==> src/rtl/pkt_rx_pkg.sv <==
// Shared pkt_rx definitions: register map, STATUS/CTRL bit positions, header layout, FSM states.
package pkt_rx_pkg;

  localparam int DEST_W = 4;
  localparam int LEN_W  = 4;

  typedef struct packed {
    logic [DEST_W-1:0] dest;
    logic [LEN_W-1:0]  len;
  } hdr_t;

  localparam logic [7:0] REG_STATUS   = 8'h00;
  localparam logic [7:0] REG_DATA     = 8'h01;
  localparam logic [7:0] REG_PKT_CNT  = 8'h02;
  localparam logic [7:0] REG_ERR_CNT  = 8'h03;
  localparam logic [7:0] REG_CTRL     = 8'h04;
  localparam logic [7:0] REG_DROP_CNT = 8'h05;
  localparam logic [7:0] REG_MAX_LEN  = 8'h06;

  localparam int ST_AVAIL = 0;
  localparam int ST_EMPTY = 1;
  localparam int ST_PERR  = 2;
  localparam int ST_LERR  = 3;
  localparam int ST_OVF   = 4;

  localparam int CTRL_EN       = 0;
  localparam int CTRL_CLR      = 1;
  localparam int CTRL_ADDR_LSB = 4;

  typedef enum logic [2:0] {
    S_IDLE,
    S_PAYLOAD,
    S_PARITY,
    S_WAIT_END,
    S_DROP
  } state_e;

  function automatic logic [7:0] sat_inc(input logic [7:0] v);
    return (v == 8'hFF) ? v : v + 8'd1;
  endfunction

endpackage

==> src/rtl/pkt_rx_fifo.sv <==
// Byte FIFO with speculative write pointer: writes land past commit_ptr until commit/rollback.
// Reads never pass commit_ptr; one slot is held back so a speculative header always has room.
module pkt_rx_fifo #(
  parameter int DEPTH = 32,
  localparam int AW = $clog2(DEPTH),
  localparam int PW = AW + 1
) (
  input  logic          clk,
  input  logic          rst,
  input  logic          wr_en_i,
  input  logic [7:0]    wr_dat_i,
  input  logic          commit_i,
  input  logic          rollback_i,
  input  logic          rd_en_i,
  output logic [7:0]    rd_dat_o,
  output logic [PW-1:0] avail_o,
  output logic [PW-1:0] free_o
);

  localparam logic [PW-1:0] CAP = PW'(DEPTH - 1);

  logic [7:0]    mem_q [DEPTH];
  logic [PW-1:0] wr_ptr_q, wr_ptr_d;
  logic [PW-1:0] commit_ptr_q, commit_ptr_d;
  logic [PW-1:0] rd_ptr_q, rd_ptr_d;

  assign avail_o  = commit_ptr_q - rd_ptr_q;
  assign free_o   = CAP - (wr_ptr_q - rd_ptr_q);
  assign rd_dat_o = mem_q[rd_ptr_q[AW-1:0]];

  always_comb begin
    wr_ptr_d     = wr_ptr_q;
    commit_ptr_d = commit_ptr_q;
    rd_ptr_d     = rd_ptr_q;
    if (rollback_i) begin
      wr_ptr_d = commit_ptr_q;
    end else if (wr_en_i) begin
      wr_ptr_d = wr_ptr_q + PW'(1);
    end
    if (commit_i) begin
      commit_ptr_d = wr_ptr_q;
    end
    if (rd_en_i && (avail_o != '0)) begin
      rd_ptr_d = rd_ptr_q + PW'(1);
    end
  end

  always_ff @(posedge clk) begin
    if (rst) begin
      wr_ptr_q     <= '0;
      commit_ptr_q <= '0;
      rd_ptr_q     <= '0;
    end else begin
      wr_ptr_q     <= wr_ptr_d;
      commit_ptr_q <= commit_ptr_d;
      rd_ptr_q     <= rd_ptr_d;
    end
  end

  always_ff @(posedge clk) begin
    if (wr_en_i && !rollback_i) begin
      mem_q[wr_ptr_q[AW-1:0]] <= wr_dat_i;
    end
  end

endmodule

==> src/rtl/pkt_rx.sv <==
// Packet receiver: deframes rxd/rx_vld, checks len/parity, commits good frames to a FIFO popped via CPU regs; no rx backpressure
// (unfit frames are dropped), dout registered one cycle after cs. PKT_RX_STATS_EN adds DROP_CNT and MAX_LEN registers.
module pkt_rx
  import pkt_rx_pkg::*;
#(
  parameter int         FIFO_DEPTH  = 32,
  parameter logic [3:0] MY_ADDR_RST = 4'h0
) (
  input  logic       clk,
  input  logic       rst,
  input  logic [7:0] rxd,
  input  logic       rx_vld,
  input  logic       cs,
  input  logic [7:0] addr,
  input  logic       rw,
  input  logic [7:0] din,
  output logic [7:0] dout,
  output logic       pkt_avail,
  output logic       err
);

  localparam int PW = $clog2(FIFO_DEPTH) + 1;

  state_e        state_q, state_d;
  hdr_t          hdr;
  logic [3:0]    len_q, len_d;
  logic [3:0]    cnt_q, cnt_d;
  logic [7:0]    xor_q, xor_d;
  logic          vld_q;
  logic          en_q;
  logic [3:0]    my_addr_q;
  logic          ovf_q, lerr_q, perr_q;
  logic [7:0]    pkt_cnt_q, err_cnt_q, dout_q;
  logic [PW-1:0] need;

  logic          wr_en, commit, rollback;
  logic          set_ovf, set_lerr, set_perr, inc_pkt, inc_err;
  logic [7:0]    fifo_dat;
  logic [PW-1:0] fifo_avail, fifo_free;

  logic          rd_acc, wr_acc, pop, sts_wr, ctrl_wr, clr_cnt;
  logic [7:0]    status, rd_val;

`ifdef PKT_RX_STATS_EN
  logic          inc_drop;
  logic [7:0]    drop_cnt_q, max_len_q;
`endif

  assign hdr = hdr_t'(rxd);

  pkt_rx_fifo #(.DEPTH(FIFO_DEPTH)) u_fifo (
    .clk       (clk),
    .rst       (rst),
    .wr_en_i   (wr_en),
    .wr_dat_i  (rxd),
    .commit_i  (commit),
    .rollback_i(rollback),
    .rd_en_i   (pop),
    .rd_dat_o  (fifo_dat),
    .avail_o   (fifo_avail),
    .free_o    (fifo_free)
  );

  always_comb begin
    state_d  = state_q;
    len_d    = len_q;
    cnt_d    = cnt_q;
    xor_d    = xor_q;
    wr_en    = 1'b0;
    commit   = 1'b0;
    rollback = 1'b0;
    set_ovf  = 1'b0;
    set_lerr = 1'b0;
    set_perr = 1'b0;
    inc_pkt  = 1'b0;
    inc_err  = 1'b0;
`ifdef PKT_RX_STATS_EN
    inc_drop = 1'b0;
`endif
    need     = PW'(hdr.len) + PW'(1);
    case (state_q)
      S_IDLE: begin
        if (rx_vld) begin
          // vld_q high here only after reset: the tail of a cut frame
          if (vld_q) begin
            state_d = S_DROP;
          end else begin
            wr_en = 1'b1;
            xor_d = rxd;
            len_d = hdr.len;
            cnt_d = '0;
            if (!en_q) begin
              state_d = S_DROP;
            end else if (hdr.dest != my_addr_q) begin
              state_d = S_DROP;
`ifdef PKT_RX_STATS_EN
              inc_drop = 1'b1;
`endif
            end else if (fifo_free < need) begin
              state_d = S_DROP;
              set_ovf = 1'b1;
            end else if (hdr.len != '0) begin
              state_d = S_PAYLOAD;
            end else begin
              state_d = S_PARITY;
            end
          end
        end
      end
      S_PAYLOAD: begin
        if (rx_vld) begin
          wr_en = 1'b1;
          xor_d = xor_q ^ rxd;
          cnt_d = cnt_q + 4'd1;
          if (cnt_q + 4'd1 == len_q) state_d = S_PARITY;
        end else begin
          rollback = 1'b1;
          set_lerr = 1'b1;
          inc_err  = 1'b1;
          state_d  = S_IDLE;
        end
      end
      S_PARITY: begin
        // folding the parity byte in leaves zero on a match
        if (rx_vld) begin
          xor_d   = xor_q ^ rxd;
          state_d = S_WAIT_END;
        end else begin
          rollback = 1'b1;
          set_lerr = 1'b1;
          inc_err  = 1'b1;
          state_d  = S_IDLE;
        end
      end
      S_WAIT_END: begin
        if (rx_vld) begin
          rollback = 1'b1;
          set_lerr = 1'b1;
          state_d  = S_DROP;
        end else if (xor_q == 8'h00) begin
          commit  = 1'b1;
          inc_pkt = 1'b1;
          state_d = S_IDLE;
        end else begin
          rollback = 1'b1;
          set_perr = 1'b1;
          inc_err  = 1'b1;
          state_d  = S_IDLE;
        end
      end
      S_DROP: begin
        rollback = 1'b1;
        if (!rx_vld) state_d = S_IDLE;
      end
      default: state_d = S_IDLE;
    endcase
  end

  always_ff @(posedge clk) begin
    if (rst) begin
      state_q <= S_IDLE;
      len_q   <= '0;
      cnt_q   <= '0;
      xor_q   <= '0;
      vld_q   <= 1'b1;
    end else begin
      state_q <= state_d;
      len_q   <= len_d;
      cnt_q   <= cnt_d;
      xor_q   <= xor_d;
      vld_q   <= rx_vld;
    end
  end

  assign rd_acc    = cs && !rw;
  assign wr_acc    = cs && rw;
  assign pkt_avail = (fifo_avail != '0);
  assign pop       = rd_acc && (addr == REG_DATA) && pkt_avail;
  assign sts_wr    = wr_acc && (addr == REG_STATUS);
  assign ctrl_wr   = wr_acc && (addr == REG_CTRL);
  assign clr_cnt   = ctrl_wr && din[CTRL_CLR];
  assign status    = {3'b000, ovf_q, lerr_q, perr_q, !pkt_avail, pkt_avail};
  assign err       = ovf_q || lerr_q || perr_q;
  assign dout      = dout_q;

  always_comb begin
    rd_val = 8'h00;
    case (addr)
      REG_STATUS:   rd_val = status;
      REG_DATA:     rd_val = pkt_avail ? fifo_dat : 8'h00;
      REG_PKT_CNT:  rd_val = pkt_cnt_q;
      REG_ERR_CNT:  rd_val = err_cnt_q;
      REG_CTRL:     rd_val = {my_addr_q, 3'b000, en_q};
`ifdef PKT_RX_STATS_EN
      REG_DROP_CNT: rd_val = drop_cnt_q;
      REG_MAX_LEN:  rd_val = max_len_q;
`endif
      default:      rd_val = 8'h00;
    endcase
  end

  always_ff @(posedge clk) begin
    if (rst) begin
      dout_q    <= 8'h00;
      en_q      <= 1'b1;
      my_addr_q <= MY_ADDR_RST;
      ovf_q     <= 1'b0;
      lerr_q    <= 1'b0;
      perr_q    <= 1'b0;
      pkt_cnt_q <= 8'h00;
      err_cnt_q <= 8'h00;
    end else begin
      if (rd_acc) dout_q <= rd_val;
      if (ctrl_wr) begin
        en_q      <= din[CTRL_EN];
        my_addr_q <= din[CTRL_ADDR_LSB +: 4];
      end
      if (set_ovf) ovf_q <= 1'b1;
      else if (sts_wr && din[ST_OVF]) ovf_q <= 1'b0;
      if (set_lerr) lerr_q <= 1'b1;
      else if (sts_wr && din[ST_LERR]) lerr_q <= 1'b0;
      if (set_perr) perr_q <= 1'b1;
      else if (sts_wr && din[ST_PERR]) perr_q <= 1'b0;
      if (clr_cnt) pkt_cnt_q <= 8'h00;
      else if (inc_pkt) pkt_cnt_q <= sat_inc(pkt_cnt_q);
      if (clr_cnt) err_cnt_q <= 8'h00;
      else if (inc_err) err_cnt_q <= sat_inc(err_cnt_q);
    end
  end

`ifdef PKT_RX_STATS_EN
  always_ff @(posedge clk) begin
    if (rst) begin
      drop_cnt_q <= 8'h00;
      max_len_q  <= 8'h00;
    end else begin
      if (clr_cnt) drop_cnt_q <= 8'h00;
      else if (inc_drop) drop_cnt_q <= sat_inc(drop_cnt_q);
      if (clr_cnt) max_len_q <= 8'h00;
      else if (commit && ({4'h0, len_q} > max_len_q)) max_len_q <= {4'h0, len_q};
    end
  end
`endif

endmodule

==> config.mk <==
export PLATFORM = sky130hd
export DESIGN_NAME = pkt_rx
export DESIGN_NICKNAME = d
export VERILOG_FILES = /design/src/rtl/pkt_rx_pkg.sv /design/src/rtl/pkt_rx_fifo.sv /design/src/rtl/pkt_rx.sv
export SDC_FILE = /design/constraint.sdc
export NUM_CORES = 1
export LEC_CHECK = 0
export CAP_MARGIN = 40
export CORE_AREA = 2 2 126 220
export DETAILED_ROUTE_END_ITERATION = 12
export DIE_AREA = 0 0 128 222
export PLACE_DENSITY = 0.71
export REMOVE_ABC_BUFFERS = 1
export SETUP_SLACK_MARGIN = 0.05
export SLEW_MARGIN = 10
export SYNTH_ARGS = -nofsm -noshare
export SYNTH_HDL_FRONTEND = slang
export SYNTH_SLANG_ARGS = --single-unit
==> constraint.sdc <==
create_clock -name clk -period 4.85 [get_ports clk]
set_clock_uncertainty 0.15 [all_clocks]
set_input_delay 0.97 -clock clk [delete_from_list [all_inputs] [get_ports clk]]
set_output_delay 0.97 -clock clk [all_outputs]
set_load 0.02 [all_outputs]
# Word level (Yosys, flattened, before mapping)
# Memories as Yosys holds them, arrays and structs flattened. A register that Yosys moved wholly into a read port is not among the register bits.
# Cells that the tools add are included.
# op_classes
n_addsub	9
order_cmp	1
n_eq_ne	18
muxes	55
n_bitwise	4
reduce_logical	36
# op_table
operator	count
$pmux 8 s5	1
$mux 8	4
$mux 3	9
$mux 1	25
$add 8x1->8 const B	2
$eq 8x2->1 const B	2
$eq 8x8->1 const B	2
$logic_not 8->1	2
$pmux 8 s2	1
$pmux 3 s5	1
$add 6x1->6 const B	2
$logic_and 1x1->1	12
$mux 4	3
$mux 6	2
$reduce_bool 2->1	6
$sub 6x6->6	2
$mux 5	2
$eq 8x1->1 const B	1
$eq 8x3->1 const B	1
$ne 2x2->1 const B	4
$pmux 4 s2	1
$reduce_and 4->1	2
$xor 8x8->8	1
$eq 3x2->1 const B	2
other kinds (22)	33
# word_totals
reg_bits	70
ramBits	256
in_bits	29
out_inout_bits	10
elab_cells	140
memories	1
# memory_table
name	words	word_bits	read_ports	rd_clocked_by_memory_dff	wr	line_no	text
u_fifo.mem_q	32	8	1	1	1	pkt_rx_fifo.sv:22	logic [7:0] mem_q [DEPTH];

# Logic depth before layout (Yosys ltp)
# Gate-level depths: netlist (run 1).
# depth
depth_word	10
depth_mapped	11
ltp_nobuf	11

# Modules after synthesis
# From an unflattened synthesis (run 1), not the netlist that was laid out.
# unflattened
hier_cells	946
area_unflattened_um2	14365.0
# modules_own_cells
mod	instances	cells_per_inst	area_each_um2	seq_area_each_um2
pkt_rx_fifo	1	569	11289.6	8147.8
pkt_rx	1	377	3075.4	1041.0

# Worst setup path after synthesis (run 1)
# Ideal clock, no wire load.
# synth_path
kind	input -> register
startpoint	input port addr[3]
endpoint	register with a tool-made name
setup_ns	0.128
arrival_time_ns	3.001
required_time_ns	4.572
setup_slack_ns	1.571
cell_stages	6
n_path_buf	1
path_cell_list	or4_4 -> or3_4 -> or3_1 -> buf_6 -> a2111oi_2 -> mux2_1
# synth_lines
item	line_no	text
from (decl)	pkt_rx.sv:14	input logic [7:0] addr,

# Worst setup path in the final report (run 1)
# layout_path
startpoint	register u_fifo.rd_ptr_q[2]
endpoint	output port pkt_avail
# layout_between
elab_chain_len	2
# layout_rtl
item	line_no	text
from (decl)	pkt_rx_fifo.sv:25	logic [PW-1:0] rd_ptr_q, rd_ptr_d;
from (signal assigned)	pkt_rx_fifo.sv:56	rd_ptr_q <= rd_ptr_d;
$sub 6x6->6	pkt_rx_fifo.sv:27	assign avail_o = commit_ptr_q - rd_ptr_q;
$reduce_bool 6->1	pkt_rx.sv:177	assign pkt_avail = (fifo_avail != '0);
to (decl)	pkt_rx.sv:18	output logic pkt_avail,
# No other way between the ends.

==> impl_metrics.yaml, run 1 <==
placed_design:
  dp_hpwl_mm: 24.5
  gp_congestion: 0.964
  dp_slack_ns: 0.755
  placed_area_um2: 15300
  io_buffers: 38
sta:
  drv_slew: 0
  worst_pin_slew_ns: 0.885
  min_period_ns: 4.33
  fmax_ghz: 0.231
  worst_slack_ns: 0.523
  slew_headroom_pct: 39.4
  setup-tns-final_ns: 0
  finalHoldViolCount: 0
  hold_ws_ns: 0.329
  min_period_over_period_pct: 89.2
  rsz0062_at_grt: "false"
  setup_viol: 0
detailed_routing:
  wire_per_inst_um: 23.8
  drt-pass1-iter-count: 5
  drtIter0Drc: 593
  routed_wirelength_mm: 34.0
  route.detailed.drc: 0
  vias: 8788
  final_antenna_net_count: 0
  drt-vias-per-instance: 6.14
clock_tree:
  cts_resized: 0
  cts_buffers: 27
  ctsRootBufferMaster: "clkbuf_16"
  cts_max_level: 1
  cts_setup_buffers: 0
  cts_max_path_buffers: 3
  numClockSinks: 331
  cts_tree: "built"
  clk_latency_ns: 0.54
  path_clk_slew_ns: 0.07
  cts_hold_buf: 0
synth:
  postSynthCellCount: 1039
  synth_top_cell_by_area: "edfxtp_1"
  synthFlopType: "edfxtp_1"
  synth.yosys.seq_area_share_pct: 63.7
  synth_area_um2: 14400
  async_reset_ff_share_pct: 0
  synthDistinctLibCells: 73
  synth_area_per_cell_um2: 13.9
  synthTopCellsByCount: "256 x edfxtp_1, 115 x nor2_1, 81 x mux2i_1, 75 x dfxtp_1, 51 x nand2_1"
  synth_top_area_share_pct: 53.3
  synth_edf_count: 256
  synth_seq_cells: 331
  yosysMostFrequentCell: "edfxtp_1"
  yosysWarnings: 0
  yosys-top-cells-area: "edfxtp_1 53%, dfxtp_1 10%, mux2i_1 5.6%"
power:
  power.leakage_nw: 5.20
  totalPowerFinal_mw: 5.75
  peakVddDrop_uv: 344
  p_per_area_nw_per_um2: 353
outcome:
  outcome: "finished clean"
floorplan:
  rows: 79
  initial_core_util_pct: 54.4
  dieWidth_um: 128
  die_h_um: 222
  pin_count: 39
  core_area_um2: 26500
  die_area_um2: 28400
setup_path:
  arrival_ns: 3.21
  critPathCaptureType: "output pin"
  startpoint_type: "register"
  crit_fanout: 9
  required_ns: 3.73
  critPathKind: "reg2out"
global_routing:
  grt_usage_pct: 24.4
  grt_pass1_wl_mm: 51.9
  overflow: 0
  antenna_found_initial: 0
  grt_pass1_vias: 8899
  grt_max_degree: 47
finish:
  syn_to_final_growth_pct: 13.0
  nets: 1146
  fillers: 1996
  antenna_cells: 0
  drive_above_1_share_pct: 12.6
  finalInstanceArea_um2: 16300
flow_run:
  drv_cap: 0
worst_hold_path:
  hold_path.class: "reg2reg"
==> report_power, final <==
part	switching [mW]	internal [mW]	total (mW)
Clock	0.996	1.51	2.51
Sequential	0.00795	3.06	3.06
Combinational	0.118	0.0575	0.176
==> logic make-up (layout without fill, tap and decap cells) <==
family / count (synthesis) / after routing / share of synthesized area (%)
muxes: 133 / 133 / 12.4
DFF: 331 / 331 / 63.7
AOI/OAI and AO/OA: 167 / 167 / 8.13
adders and majority gates: 29 / 29 / 2.57
and+or+nand+nor: 273 / 273 / 9.01
xor gates and xnor gates: 37 / 37 / 2.25
buffers and inverters: 69 / 138 / 1.93
==> cells in the final DEF, fill, tap and decap left out, types with 4 or more instances in the layout <==
master	n
nand2_1	51
mux2i_1	81
ha_1	28
a21o_1	5
clkbuf_16	29
and3_1	8
nor4_1	5
nor3_1	6
o21ai_0	29
bufinv_16	7
xnor2_1	31
or4_1	5
edfxtp_1	256
a22oi_1	34
nor2_1	115
xor2_1	6
a21oi_1	40
nand3_1	31
a2111oi_0	4
or3_1	4
buf_4	27
dfxtp_1	73
mux4_2	35
clkdlybuf4s50_1	37
nor3b_1	4
nor2b_1	11
a221oi_1	5
nand4_1	9
inv_1	20
a31oi_1	5
a211oi_1	9
mux2_2	14
nand2b_1	5
==> sequential cells by signal, indices dropped and copies added, names as in the netlist, 3 cells and up, named ones only <==
name and count:
u_fifo.rd_ptr_q 6, my_addr_q 4, cnt_q 4, u_fifo.wr_ptr_q 6, u_fifo.commit_ptr_q 6, len_q 4, u_fifo.mem_q 256, dout 8
err_cnt_q 8, xor_q 8, state_q 3, pkt_cnt_q 8
==> through the flow <==
stage / util [%] / instances
floorplan: - / 992
global placement: 57.5 / 1381
detailed placement: 57.6 / 1383
CTS: 61.5 / 1432
global route: 61.5 / 1432
finish: 61.5 / 1432
==> metal layers <==
metal	vias up	global-route usage, %	wire length [um]
met5	-	0	0
met4	0	14.0	2100
met3	84	2.24	1380
met2	297	45.4	18800
met1	4336	26.7	11800
li1	4071	-	-
==> final timing paths <==
kind / start / to / slack (ns) / depth (start not counted)
hold / removal: len_q[2] / len_q[2] / 0.33 / 2
hold reg to reg: len_q[2] / len_q[2] / 0.33 / 2
setup reg to reg: register / dout[1] / 1.54 / 5
setup / recovery: u_fifo.rd_ptr_q[2] / pkt_avail / 0.52 / 7
==> worst max-delay path: stages (launching register included) <==
cell and delay [ns]:
dfxtp_1 0.51, inv_1 0.20, ha_1 0.39, o2111ai_1 0.27, a2111oi_4 0.37, buf_4 0.25, nand2_1 0.11, clkdlybuf4s50_1 0.56
==> cell type report <==
type                            instances  area [um2]  share of cell area [%]
Tap cell                              324         405                    2.49
Clock inverter                         15         272                    1.67
Sequential cell                       331        9190                    56.4
Inverter                               22        82.6                   0.507
Clock buffer                           34         774                    4.75
Timing Repair Buffer                   67         618                    3.79
Multi-Input combinational cell        639        4960                    30.4
No activity file was read; power rests on OpenSTA's default activity.
==> run 2: changes to the inputs <==
- PLACE_DENSITY: 0.71 -> 0.83
==> impl_metrics.yaml, run 2 (same netlist as run 1, synthesis figures left out) <==
floorplan:
  rows: 79
  initial_core_util_pct: 54.4
  dieWidth_um: 128
  pin_count: 39
  core_area_um2: 26500
  die_h_um: 222
  die_area_um2: 28400
sta:
  min_period_over_period_pct: 88.4
  setup_viol: 0
  worst_pin_slew_ns: 0.865
  slew_headroom_pct: 42.3
  drv_slew: 0
  finalHoldViolCount: 0
  setup-tns-final_ns: 0
  rsz0062_at_grt: "false"
  fmax_ghz: 0.233
  min_period_ns: 4.29
clock_tree:
  cts_buffers: 26
  cts_setup_buffers: 0
  cts_max_level: 1
  cts_hold_buf: 0
  path_clk_slew_ns: 0.07
  cts_max_path_buffers: 3
  clk_latency_ns: 0.55
  ctsRootBufferMaster: "clkbuf_16"
  numClockSinks: 331
  cts_tree: "built"
  cts_resized: 0
detailed_routing:
  drt-vias-per-instance: 6.43
  vias: 9193
  wire_per_inst_um: 25.0
  final_antenna_net_count: 0
  route.detailed.drc: 0
  drtIter0Drc: 691
  drt-pass1-iter-count: 6
  routed_wirelength_mm: 35.8
power:
  power.internal_mw: 4.36
  p_clk_share_pct: 40.6
  p_sw_share_pct: 20.3
  p_seq_share_pct: 56.1
  switchingPower_mw: 1.11
  peakVddDrop_uv: 331
  power.leakage_nw: 5.12
  comb_power_share_pct: 3.3
  p_per_area_nw_per_um2: 339
finish:
  final_cell_mix: "256 x edfxtp_1, 115 x nor2_1, 81 x mux2i_1"
  drive_above_1_share_pct: 12.3
  final_common_cell: "edfxtp_1"
  largest_reg_flops: 256
  nets: 1146
  antenna_cells: 0
  finalInstanceArea_um2: 16100
  syn_to_final_growth_pct: 11.8
global_routing:
  grt_usage_pct: 25.4
  grt_max_degree: 54
  grt_pass1_vias: 9345
  antenna_found_initial: 0
  grt_pass1_wl_mm: 53.7
  overflow: 0
placed_design:
  gp_congestion: 0.923
  placed_area_um2: 15200
  dp_hpwl_mm: 24.5
  io_buffers: 38
setup_path:
  arrival_ns: 3.17
  startpoint_type: "register"
  critPathCaptureType: "output pin"
  crit_fanout: 9
  worst_path_max_delay_cell: "clkdlybuf4s50_1"
  cp_cell_sequence: "inv_1 -> ha_1 -> nor2b_1 -> o2111ai_1 -> o221a_2 -> nand2_1 -> clkdlybuf4s50_1"
  cp.buffers_inverters: 2
  critPathKind: "reg2out"
  slowest_delay_ns: 0.56
  required_ns: 3.73
  cp_top_family: "compound AO/OA/AOI/OAI gates"
flow_run:
  drv_cap: 0
outcome:
  outcome: "finished clean"
worst_hold_path:
  hold_path.class: "reg2reg"
[run 2: power by group through the flow]
stage / Clock, mW / Combinational, mW / Sequential (mW)
after global placement: 0 / 0.171 / 3.13
after global routing: 2.33 / 0.193 / 3.06
after detailed placement: 0 / 0.175 / 3.13
after CTS: 2.24 / 0.177 / 3.06
after floorplan: 0 / 0.0614 / 3.13
final: 2.22 / 0.180 / 3.06
[run 2: final timing paths]
kind | end | slack [ns] | start | cells after the start
min reg2reg | len_q[0] | 0.33 | len_q[0] | 2
min | len_q[0] | 0.33 | len_q[0] | 2
max reg2reg | dout[1] | 1.44 | register | 7
max | pkt_avail | 0.56 | u_fifo.rd_ptr_q[1] | 7
[run 2: stage by stage]
step           power [mW]  hold slack (ns)  setup slack [ns]  util (%)  std cells
6_report             5.46            0.326             0.562      60.9       1430
5_1_grt              5.59            0.340             0.396      60.9       1430
4_1_cts              5.48            0.324             0.586      60.9       1430
3_5_place_dp         3.30            0.314             0.557      57.5       1384
3_3_place_gp         3.30            0.305             0.638      57.5       1382
2_1_floorplan        3.19            0.289             0.584         -        992
[run 2: tightest hold or removal path: stages (launching register included)]
cell     delay [ns]
dfxtp_1        0.32
nand2_1        0.05
a21oi_1        0.06
[run 2: area by class of cell]
| cell class | count | area, um2 |
|---|---|---|
| inverter | 22 | 82.6 |
| tap | 324 | 405 |
| fill | 1945 | 10400 |
| timing repair buffer | 68 | 601 |
| clock buffer | 30 | 697 |
| sequential | 331 | 9190 |
| clock inverter | 16 | 186 |
| multi-input combinational | 639 | 4960 |
[run 2: per-layer routing]
metal	up-vias	part of all wire [%]	wire length (um)	GRT usage (%)
li1	4079	-	-	-
met1	4535	33	11800	26.0
met2	436	54	19300	47.2
met3	143	5.2	1860	2.51
met4	0	8.1	2880	18.0
met5	-	0	0	0
==> run 3: changes to the inputs <==
- CTS_CLUSTER_SIZE: unset -> 16
- REMOVE_ABC_BUFFERS: 1 -> unset
==> impl_metrics.yaml, run 3 (same netlist as run 1, synthesis figures left out) <==
outcome:
  outcome: "finished clean"
sta:
  setup-tns-final_ns: 0
  min_period_ns: 4.21
  worst_slack_ns: 0.638
  worst_pin_slew_ns: 0.868
  fmax_ghz: 0.237
  hold_ws_ns: 0.320
  slew_headroom_pct: 42.1
  setup_viol: 0
  drv_slew: 0
  finalHoldViolCount: 0
  min_period_over_period_pct: 86.9
  rsz0062_at_grt: "false"
global_routing:
  grt_pass1_wl_mm: 53.7
  grt_max_degree: 55
  grt_pass1_vias: 9266
  antenna_found_initial: 0
  grt_usage_pct: 25.3
  overflow: 0
detailed_routing:
  routed_wirelength_mm: 35.9
  final_antenna_net_count: 0
  drtIter0Drc: 823
  vias: 9227
  wire_per_inst_um: 25.2
  route.detailed.drc: 0
  drt-vias-per-instance: 6.47
  drt-pass1-iter-count: 5
finish:
  seqCellArea_um2: 9190
  largest_reg_flops: 256
  syn_to_final_growth_pct: 11.5
  nets: 1142
  multi_input_area_um2: 4960
  drive_above_1_share_pct: 11.6
  fillers: 1914
  finalInstanceArea_um2: 16100
  final_common_cell: "edfxtp_1"
  final_cell_mix: "256 x edfxtp_1, 115 x nor2_1, 81 x mux2i_1"
  antenna_cells: 0
  stdcell_count: 1427
worst_hold_path:
  hold_path.class: "reg2reg"
  holdPathStages: 2
clock_tree:
  numClockSinks: 331
  cts_max_level: 1
  clk_latency_ns: 0.55
  cts_max_path_buffers: 3
  path_clk_slew_ns: 0.07
  cts_setup_buffers: 0
  cts_hold_buf: 0
  cts_buffers: 27
  cts_tree: "built"
  cts_resized: 0
  ctsRootBufferMaster: "clkbuf_16"
floorplan:
  die_area_um2: 28400
  dieWidth_um: 128
  die_h_um: 222
  rows: 79
  pin_count: 39
  core_area_um2: 26500
  initial_core_util_pct: 54.4
power:
  p_per_area_nw_per_um2: 333
  power.leakage_nw: 5.10
  peakVddDrop_uv: 370
placed_design:
  gp_congestion: 0.935
  io_buffers: 38
  dp_hpwl_mm: 25.0
  placed_cells: 1378
  dp_slack_ns: 0.516
  placed_area_um2: 15200
setup_path:
  required_ns: 3.73
  crit_fanout: 9
  critPathKind: "reg2out"
  arrival_ns: 3.09
  critPathCaptureType: "output pin"
  startpoint_type: "register"
  r2r_cells: 4
synth:
  syn-num-nets: 1097
flow_run:
  drv_cap: 0
run 3: report_power, final:
| group | switching, mW | internal, mW | leakage [nW] |
|---|---|---|---|
| logic | 0.124 | 0.0573 | 1.77 |
| registers | 0.00830 | 3.06 | 2.91 |
| clock network | 0.964 | 1.15 | 0.418 |
| total | 1.10 | 4.26 | 5.10 |
run 3: metrics by stage:
step,power [mW],utilization [%]
after floorplan,3.20,-
after global placement,3.30,57.2
after detailed placement,3.30,57.4
after CTS,5.36,60.6
after global routing,5.48,60.7
final,5.36,60.7
run 3: layout make-up:
type	count	share of cell area [%]
sequential	331	57.2
multi-input combinational	639	30.8
clock buffer	34	4.43
timing repair buffer	63	3.78
tap	324	2.52
clock inverter	14	0.786
inverter	22	0.513
run 3: critical path: stages (launching register included):
cell             delay [ns]
dfxtp_1                0.46
inv_1                  0.07
ha_1                   0.32
nor2b_1                0.14
o2111ai_1              0.41
o221a_2                0.46
nand2_1                0.13
clkdlybuf4s50_1        0.55
run 3: worst paths after layout:
path / slack, ns / endpoint / from
worst max-delay path: 0.64 / pkt_avail / u_fifo.rd_ptr_q[1]
worst min-delay path: 0.32 / len_q[0] / len_q[0]
worst max register to register: 1.56 / u_fifo.mem_q[16][7] / state_q[2]
worst min register to register: 0.32 / len_q[0] / len_q[0]
run 3: per-layer routing:
metal / GRT usage (%) / part of all wire, % / up-vias
li1: - / - / 4083
met1: 26.4 / 33 / 4551
met2: 47.7 / 55 / 458
met3: 2.63 / 5.5 / 135
met4: 15.4 / 7.2 / 0
met5: 0 / 0 / -
